<file path="config.mk">
export PLATFORM = sky130hd
export DESIGN_NAME = wb_arbiter2_flat
export DESIGN_NICKNAME = d
export VERILOG_FILES = /design/src/rtl/wb_arbiter2_pkg.sv /design/src/rtl/wb_arbiter2_if.sv /design/src/rtl/wb_timeout_cnt.sv /design/src/rtl/wb_arbiter2.sv /design/src/flat_wrapper.sv
export SDC_FILE = /design/constraint.sdc
export NUM_CORES = 1
export LEC_CHECK = 0
export ABC_AREA = 1
export CAP_MARGIN = 10
export CORE_AREA = 2 2 125 127
export CTS_CLUSTER_DIAMETER = 30
export CTS_CLUSTER_SIZE = 14
export DETAILED_ROUTE_END_ITERATION = 16
export DIE_AREA = 0 0 127 129
export SYNTH_ARGS = -nofsm -noshare
export SYNTH_HDL_FRONTEND = slang
export SYNTH_SLANG_ARGS = --single-unit
</file>
<file path="constraint.sdc">
create_clock -name clk -period 2.9 [get_ports clk]
set_clock_uncertainty 0.1 [all_clocks]
set_input_delay 0.29 -clock clk [delete_from_list [all_inputs] [get_ports clk]]
set_output_delay 0.29 -clock clk [all_outputs]
set_load 0.005 [all_outputs]
</file>
<file path="src/rtl/wb_arbiter2_pkg.sv">
// Shared Wishbone widths, arbiter state encoding and watchdog width helper.
// Imported by the arbiter, its interface and the timeout counter.
package wb_arbiter2_pkg;

  localparam int WB_ADR_W = 32;
  localparam int WB_DAT_W = 32;
  localparam int WB_SEL_W = 4;

  typedef enum logic [1:0] {
    ST_IDLE  = 2'd0,
    ST_GNT0  = 2'd1,
    ST_GNT1  = 2'd2,
    ST_ABORT = 2'd3
  } arb_state_t;

  // Enough bits to hold TIMEOUT itself; never narrower than one bit.
  function automatic int cnt_width(input int timeout);
    return (timeout < 1) ? 1 : $clog2(timeout + 1);
  endfunction

endpackage

</file>
<file path="src/rtl/wb_arbiter2_if.sv">
// One Wishbone channel (master-to-slave controls plus slave responses).
// The master modport drives requests; the slave modport drives responses.
interface wb_arbiter2_if;
  import wb_arbiter2_pkg::*;

  logic [WB_ADR_W-1:0] adr;
  logic [WB_DAT_W-1:0] dat_w;
  logic [WB_DAT_W-1:0] dat_r;
  logic [WB_SEL_W-1:0] sel;
  logic                we;
  logic                cyc;
  logic                stb;
  logic                ack;
  logic                err;

  modport master (output adr, dat_w, sel, we, cyc, stb, input dat_r, ack, err);
  modport slave  (input adr, dat_w, sel, we, cyc, stb, output dat_r, ack, err);

endinterface

</file>
<file path="src/rtl/wb_timeout_cnt.sv">
// Saturating watchdog counter; o_terminal is combinational from the count register.
// i_clr has priority over i_en; TIMEOUT=0 keeps o_terminal low forever.
module wb_timeout_cnt
  import wb_arbiter2_pkg::*;
#(
  parameter int TIMEOUT = 255
) (
  input  logic clk,
  input  logic rst,
  input  logic i_clr,
  input  logic i_en,
  output logic o_terminal
);

  localparam int            CW    = cnt_width(TIMEOUT);
  localparam logic [CW-1:0] LIMIT = CW'(TIMEOUT);

  logic [CW-1:0] r_cnt;

  always_ff @(posedge clk or negedge rst) begin
    if (!rst) begin
      r_cnt <= '0;
    end else if (i_clr) begin
      r_cnt <= '0;
    end else if (i_en && (r_cnt != LIMIT)) begin
      r_cnt <= r_cnt + 1'b1;
    end
  end

  assign o_terminal = (TIMEOUT > 0) && (r_cnt == LIMIT);

endmodule

</file>
<file path="src/rtl/wb_arbiter2.sv">
// Two-master Wishbone arbiter, round-robin on contention, grant held for the whole cyc.
// Grant one cycle after cyc from IDLE; stalled strobes aborted with err after TIMEOUT cycles.
module wb_arbiter2
  import wb_arbiter2_pkg::*;
#(
  parameter int TIMEOUT = 255
) (
  input  logic          clk,
  input  logic          rst,
  wb_arbiter2_if.slave  m0,
  wb_arbiter2_if.slave  m1,
  wb_arbiter2_if.master s
);

  arb_state_t r_state;
  arb_state_t w_state_nxt;
  logic       r_last;
  logic       w_last_nxt;
  logic       w_resp;
  logic       w_granted;
  logic       w_terminal;
  logic       w_cnt_clr;

  always_ff @(posedge clk or negedge rst) begin
    if (!rst) begin
      r_state <= ST_IDLE;
      r_last  <= 1'b1;
    end else begin
      r_state <= w_state_nxt;
      r_last  <= w_last_nxt;
    end
  end

  assign w_resp    = s.ack | s.err;
  assign w_granted = (r_state == ST_GNT0) || (r_state == ST_GNT1);

  always_comb begin
    w_state_nxt = r_state;
    w_last_nxt  = r_last;
    case (r_state)
      ST_IDLE: begin
        if (m0.cyc && (!m1.cyc || r_last)) begin
          w_state_nxt = ST_GNT0;
          w_last_nxt  = 1'b0;
        end else if (m1.cyc) begin
          w_state_nxt = ST_GNT1;
          w_last_nxt  = 1'b1;
        end
      end
      ST_GNT0: begin
        if (!m0.cyc)                              w_state_nxt = ST_IDLE;
        else if (w_terminal && s.stb && !w_resp)  w_state_nxt = ST_ABORT;
      end
      ST_GNT1: begin
        if (!m1.cyc)                              w_state_nxt = ST_IDLE;
        else if (w_terminal && s.stb && !w_resp)  w_state_nxt = ST_ABORT;
      end
      default: w_state_nxt = ST_IDLE;
    endcase
  end

  // Slave side depends only on state and master inputs, never on s.ack.
  always_comb begin
    s.adr   = '0;
    s.dat_w = '0;
    s.sel   = '0;
    s.we    = 1'b0;
    s.cyc   = 1'b0;
    s.stb   = 1'b0;
    if (r_state == ST_GNT0) begin
      s.adr   = m0.adr;
      s.dat_w = m0.dat_w;
      s.sel   = m0.sel;
      s.we    = m0.we;
      s.cyc   = m0.cyc;
      s.stb   = m0.stb;
    end else if (r_state == ST_GNT1) begin
      s.adr   = m1.adr;
      s.dat_w = m1.dat_w;
      s.sel   = m1.sel;
      s.we    = m1.we;
      s.cyc   = m1.cyc;
      s.stb   = m1.stb;
    end
  end

  assign w_cnt_clr = (r_state == ST_IDLE) || w_resp || !s.stb;

  wb_timeout_cnt #(
    .TIMEOUT(TIMEOUT)
  ) u_wdog (
    .clk        (clk),
    .rst        (rst),
    .i_clr      (w_cnt_clr),
    .i_en       (w_granted),
    .o_terminal (w_terminal)
  );

  // In ABORT the last-grant bit still names the master whose strobe timed out.
  assign m0.ack   = s.ack & (r_state == ST_GNT0) & m0.stb;
  assign m1.ack   = s.ack & (r_state == ST_GNT1) & m1.stb;
  assign m0.err   = (s.err & (r_state == ST_GNT0) & m0.stb) | ((r_state == ST_ABORT) & ~r_last);
  assign m1.err   = (s.err & (r_state == ST_GNT1) & m1.stb) | ((r_state == ST_ABORT) & r_last);
  assign m0.dat_r = s.dat_r;
  assign m1.dat_r = s.dat_r;

endmodule

</file>
<file path="src/flat_wrapper.sv">
// flat-port wrapper written by rule: the top's interface ports become plain ports
module wb_arbiter2_flat import wb_arbiter2_pkg::*;
#(
  parameter int TIMEOUT = 255
)
  (clk, rst, m0_adr, m0_dat_w, m0_sel, m0_we, m0_cyc, m0_stb, m0_dat_r, m0_ack, m0_err, m1_adr, m1_dat_w, m1_sel, m1_we, m1_cyc, m1_stb, m1_dat_r, m1_ack, m1_err, s_adr, s_dat_w, s_sel, s_we, s_cyc, s_stb, s_dat_r, s_ack, s_err);
  wb_arbiter2_if m0_i ();
  wb_arbiter2_if m1_i ();
  wb_arbiter2_if s_i ();
  input  logic clk;
  input  logic rst;
  input wire logic [$bits(m0_i.adr)-1:0] m0_adr;
  input wire logic [$bits(m0_i.dat_w)-1:0] m0_dat_w;
  input wire logic [$bits(m0_i.sel)-1:0] m0_sel;
  input wire logic [$bits(m0_i.we)-1:0] m0_we;
  input wire logic [$bits(m0_i.cyc)-1:0] m0_cyc;
  input wire logic [$bits(m0_i.stb)-1:0] m0_stb;
  output wire logic [$bits(m0_i.dat_r)-1:0] m0_dat_r;
  output wire logic [$bits(m0_i.ack)-1:0] m0_ack;
  output wire logic [$bits(m0_i.err)-1:0] m0_err;
  input wire logic [$bits(m1_i.adr)-1:0] m1_adr;
  input wire logic [$bits(m1_i.dat_w)-1:0] m1_dat_w;
  input wire logic [$bits(m1_i.sel)-1:0] m1_sel;
  input wire logic [$bits(m1_i.we)-1:0] m1_we;
  input wire logic [$bits(m1_i.cyc)-1:0] m1_cyc;
  input wire logic [$bits(m1_i.stb)-1:0] m1_stb;
  output wire logic [$bits(m1_i.dat_r)-1:0] m1_dat_r;
  output wire logic [$bits(m1_i.ack)-1:0] m1_ack;
  output wire logic [$bits(m1_i.err)-1:0] m1_err;
  output wire logic [$bits(s_i.adr)-1:0] s_adr;
  output wire logic [$bits(s_i.dat_w)-1:0] s_dat_w;
  output wire logic [$bits(s_i.sel)-1:0] s_sel;
  output wire logic [$bits(s_i.we)-1:0] s_we;
  output wire logic [$bits(s_i.cyc)-1:0] s_cyc;
  output wire logic [$bits(s_i.stb)-1:0] s_stb;
  input wire logic [$bits(s_i.dat_r)-1:0] s_dat_r;
  input wire logic [$bits(s_i.ack)-1:0] s_ack;
  input wire logic [$bits(s_i.err)-1:0] s_err;
  assign m0_i.adr = m0_adr;
  assign m0_i.dat_w = m0_dat_w;
  assign m0_i.sel = m0_sel;
  assign m0_i.we = m0_we;
  assign m0_i.cyc = m0_cyc;
  assign m0_i.stb = m0_stb;
  assign m0_dat_r = m0_i.dat_r;
  assign m0_ack = m0_i.ack;
  assign m0_err = m0_i.err;
  assign m1_i.adr = m1_adr;
  assign m1_i.dat_w = m1_dat_w;
  assign m1_i.sel = m1_sel;
  assign m1_i.we = m1_we;
  assign m1_i.cyc = m1_cyc;
  assign m1_i.stb = m1_stb;
  assign m1_dat_r = m1_i.dat_r;
  assign m1_ack = m1_i.ack;
  assign m1_err = m1_i.err;
  assign s_adr = s_i.adr;
  assign s_dat_w = s_i.dat_w;
  assign s_sel = s_i.sel;
  assign s_we = s_i.we;
  assign s_cyc = s_i.cyc;
  assign s_stb = s_i.stb;
  assign s_i.dat_r = s_dat_r;
  assign s_i.ack = s_ack;
  assign s_i.err = s_err;
  wb_arbiter2 #(.TIMEOUT(TIMEOUT)) u_core (.clk(clk), .rst(rst), .m0(m0_i), .m1(m1_i), .s(s_i));
endmodule
</file>
Yosys cells after proc, flatten, opt, wreduce, memory -nomap -nowiden --
Index checks and enable logic that the tools add are counted.
Word-level totals: register bits 11, input bits 178, output and inout bits 139, logic and storage cells 61
Cells by class: add/sub/neg operators 1, equal/unequal tests 6, mux-type cells 22, bitwise operators 14, reductions and logical operators 15
Operators by type and width (count):
- $mux W32 | 4
- $mux W8 | 2
- $and A1 B1 Y1 | 10
- $mux W2 | 5
- $add A8 B1 Y8 const B | 1
- $eq A8 B8 Y1 const B | 1
- $mux W1 | 8
- $mux W4 | 2
- $ne A8 B8 Y1 const B | 1
- $pmux W2 S3 | 1
- $eq A2 B2 Y1 const B | 2
- $logic_and A1 B1 Y1 | 4
- $logic_or A1 B1 Y1 | 4
- $reduce_bool A2 Y1 | 2
- $logic_not A1 Y1 | 3
- $ne A3 B2 Y1 const B | 1
- $or A1 B1 Y1 | 3
- $eq A2 B1 Y1 const B | 1
- $logic_not A2 Y1 | 1
- $reduce_and A2 Y1 | 1
- $not A1 Y1 | 1

Logic depth before layout (Yosys ltp) --
depth in word-level cells 8, mapped depth 11, depth with buffers taken out 10

By module --
Synthesis repeated with hierarchy kept, for this count alone.
Second synthesis, totals: cell total of the unflattened synthesis 415, area, all modules 2309.7 um^2
By module, submodules not included:
- wb_arbiter2 | instances 1, cells each 347, area an instance 1795.5 um^2, sequential area each 76.3 um^2
- wb_timeout_cnt | instances 1, cells each 68, area an instance 514.2 um^2, sequential area each 200.2 um^2

Worst setup path after synthesis --
Ideal clock, no wire load.
path type register -> output, from register u_core.r_state[0], to output port s_dat_w[17], arrival time 1403 ps, data required time 2510 ps, path slack 1107 ps, stages on the path, launching flop included 8, buffers on the path 2, path through dfrtp_1 > inv_1 > ha_1 > inv_2 > nor2_4 > buf_2 > buf_2 > a22o_1
Between the ends: word-level cells in the longest chain between the ends 3, elaborated cells on any way between the ends 4, classes of those cells 2 x eq/ne; 2 x mux
RTL lines:
- start: declaration | line wb_arbiter2.sv:15 | arb_state_t r_state;
- start signal: assignment | line wb_arbiter2.sv:29 | r_state <= w_state_nxt;
- $eq A2 B2 Y1 | line wb_arbiter2.sv:77 | end else if (r_state == ST_GNT1) begin
- $mux W32 | line wb_arbiter2.sv:77
- $mux W32 * | line wb_arbiter2.sv:70 | if (r_state == ST_GNT0) begin
- end: declaration | line flat_wrapper.sv:31 | output wire logic [$bits(s_i.dat_w)-1:0] s_dat_w;
Mark *: on every way between the ends. The rest lies on a longest branch, timed or not.

Worst setup path in the final report --
from register u_core.r_state[0], to output port s_adr[11]
Between the ends: word-level cells in the longest chain between the ends 3, elaborated cells on any way between the ends 4, classes of those cells 2 x eq/ne; 2 x mux
RTL lines:
- $eq A2 B2 Y1 | line wb_arbiter2.sv:77
- $mux W32 | line wb_arbiter2.sv:77
- $mux W32 * | line wb_arbiter2.sv:70
- end: declaration | line flat_wrapper.sv:30 | output wire logic [$bits(s_i.adr)-1:0] s_adr;
Marked as above.

==> summary.md <==
| Metric | Value |
|---|---|
| Post-Syn Instances | 265 |
| Area leader, netlist | a22o_1 |
| Asr flop ratio synth | 1.00 |
| RSZ-0062 raised after global routing | no |
| Die height | 129 um |
| Clock Latency Late Sink | 0.24 ns |
| Area growth, synth to finish | 103% |
| WL final | 12400 um |
| Overall power | 2.52 mW |
| Startpoint types | register |
| Bufs on Longest Clock Path | 2 |
| Average size of a mapped cell | 7.36 um2 |
| Slew HR | 0.657 |
| Worst Setup Path Type | reg2out |
| Starting Density | 0.130 |
| Port Buffer Count | 220 |
| Cells taking the most area after synthesis | a22o_1 31%, buf_4 25%, dfrtp_1 13% |
| Fin. max-slew vios | 0 |
| Number of CTS-inserted buffers | 3 |
| Global-route usage over all layers | 0.136 |
| Synth top area share | 0.310 |
| Grt ovf | 0 |
| Setup violators final | 0 |
| Power density cells | 638 nW/um2 |
| #FFs+latches synth | 11 |
| CTS tree | built |
| # Max-Cap Violations | 0 |
| Fin crit period | 2.73 ns |
| Tcrit/Tclk final | 0.941 |
| 1st-iter DRT viols | 120 |
| I/O pin cnt | 317 |
| Die Area | 16400 um2 |
| Fmax | 366 MHz |
| Vias | 2532 |
| Buffer count from post-CTS setup fixing | 0 |
| Leak | 1.58 nW |
| Tightest Hold Check Type | in2async |
| Top FF cell, synth | dfrtp_1 |
| Critical Path Fanout Max | 36 |
| DRT Pass-1 Iters | 4 |
| Number of synthesized flops with an enable pin | 0 |
| DR vias/cell | 4.21 |
| Final #Nets | 599 |
| Fraction of layout cells with a size suffix above 1 | 0.0362 |
| Root Buffer | clkbuf_16 |
| Placer Congestion | 0.788 |
| Cell area after layout | 3960 um2 |
| Die span in x | 127 um |
| Hold Fails Final Rpt | 0 |
| Worst path cell trace | inv_1 -> ha_1 -> inv_2 -> nor2_4 -> buf_4 -> a22o_1 -> clkdlybuf4s50_1 |
| Worst Path Arrival | 2.34 ns |
| CTS Hold Bufs | 0 |
| ANT nets after route | 0 |
| Post-CTS Resized | 0 |
| Post-synthesis sequential area ratio | 0.142 |
| H-tree levels | 1 |
| CTS sink count | 11 |
| Worst slew pin tran | 0.513 ns |
| Cell Area, Synth | 1950 um2 |
| Placement Cell Area | 3880 um2 |
| WL/cell | 20.5 um |
| Drt drc | 0 |
| Largest net degree at the start of global routing | 38 |
| Endpoint class of the critical path | output pin |
| CP required | 2.51 ns |
| Yosys warns | 0 |
| Reg clk slew, reported paths | 0.04 ns |
| Synth cell types | 25 |
| Finished Layout Cells | 602 |
| Dpl hpwl | 10300 um |
| Initial antenna violation count | 0 |
| Status | finished, final reports clean |
| Global-route wire length before repair | 16500 um |
| Core ar. | 15000 um2 |
| Rows | 45 |
| Slowest-stage cell, CP | clkdlybuf4s50_1 |
| N_diodes | 0 |
| Worst vdd ir | 0.000252 V |
| Max stage delay on crit path | 0.56 ns |
| Final core occ | 0.264 |
| Syn nets | 449 |
| Vias in the first global route | 2547 |
| Setup_tns | 0 ns |
| Placed cell count | 598 |
power breakdown:
part	leakage [nW]	internal (mW)	switching (mW)	total, mW
registers	0.148	0.185	0.0297	0.215
logic	1.39	1.18	0.881	2.06
clock network	0.0382	0.184	0.0664	0.251
logic make-up (layout without fill, tap and decap cells):
| kind of cell | count (synthesis) | in the layout | synth area share |
|---|---|---|---|
| AOI/OAI and AO/OA | 85 | 85 | 0.360 |
| and+or+nand+nor | 64 | 64 | 0.139 |
| buffers and inverters | 97 | 246 | 0.312 |
| DFF | 11 | 11 | 0.142 |
| xor gates and xnor gates | 2 | 2 | 0.00898 |
| adders and majority gates | 6 | 6 | 0.0385 |
flip-flops by register name (all words and copies together), names as in the netlist:
name                 count
u_core.r_last            1
u_core.r_state           2
u_core.u_wdog.r_cnt      8
cells in the mapped netlist, types with 5 or more instances:
cell type	n
a22o_1	69
buf_4	64
nand2_1	39
inv_1	16
dfrtp_1	10
nand3_1	10
buf_1	9
nor2_1	8
ha_1	6
a21oi_1	5
o21ai_0	5
critical path: cells and delay by family (launching register included):
family	cells	cell delay [ns]
AOI/OAI and AO/OA	1	0.26
adders and majority gates	1	0.22
buffers and inverters	4	1.11
DFF	1	0.42
and+or+nand+nor	1	0.08
per-layer routing:
metal  global-route usage  part of all wire  up-vias  wire, um
met4               0.0297             0.017        0       214
met3               0.0545              0.12       10      1480
met1                0.177              0.41     1139      5120
met5                    0                 0        -         0
li1                     -                 -     1174         -
met2                0.212              0.45      209      5540
cell usage in the layout (no fill, tap or decap):
cell / count
o21ai_0: 5
nor3_1: 3
inv_2: 2
nor2_4: 1
dfrtp_1: 10
o22ai_1: 2
nand2_2: 2
a21oi_1: 5
a21oi_4: 1
ha_1: 5
buf_4: 4
inv_1: 16
nor2_1: 8
nand2_1: 39
dfstp_2: 1
ha_2: 1
clkdlybuf4s50_1: 220
a22o_1: 69
nand3_1: 10
xor2_1: 2
o21ai_1: 1
clkbuf_16: 3
a31oi_1: 1
a21o_1: 1
nand4_1: 1
clkbuf_1: 1
layout make-up:
cell class                 count  area (um2)
timing repair buffer         224        2230
inverter                      18        67.6
clock buffer                   4        78.8
tap                          188         235
fill                        1631       11000
multi-input combinational    157        1070
sequential                    11         277
stage by stage:
step / setup slack [ns] / hold WS [ns]
after CTS: 0.0919 / 0.322
after global routing: 0.0188 / 0.343
after floorplan: 1.11 / -0.106
final: 0.171 / 0.296
after detailed placement: 0.363 / 0.394
after global placement: 0.423 / 0.379
final timing paths:
kind | start | to | slack, ns | cells past startpoint
worst min register to register | u_core.u_wdog.r_cnt[1] | u_core.u_wdog.r_cnt[1] | 0.41 | 2
worst max register to register | u_core.r_state[0] | u_core.u_wdog.r_cnt[4] | 0.58 | 10
worst min-delay path | rst | u_core.u_wdog.r_cnt[3] | 0.30 | 1
min in group clk | u_core.u_wdog.r_cnt[1] | u_core.u_wdog.r_cnt[1] | 0.41 | 2
worst max-delay path | u_core.r_state[0] | s_adr[11] | 0.17 | 7
max in group asynchronous | rst | u_core.r_last | 2.04 | 1
No activity file was read; power rests on OpenSTA's default activity.
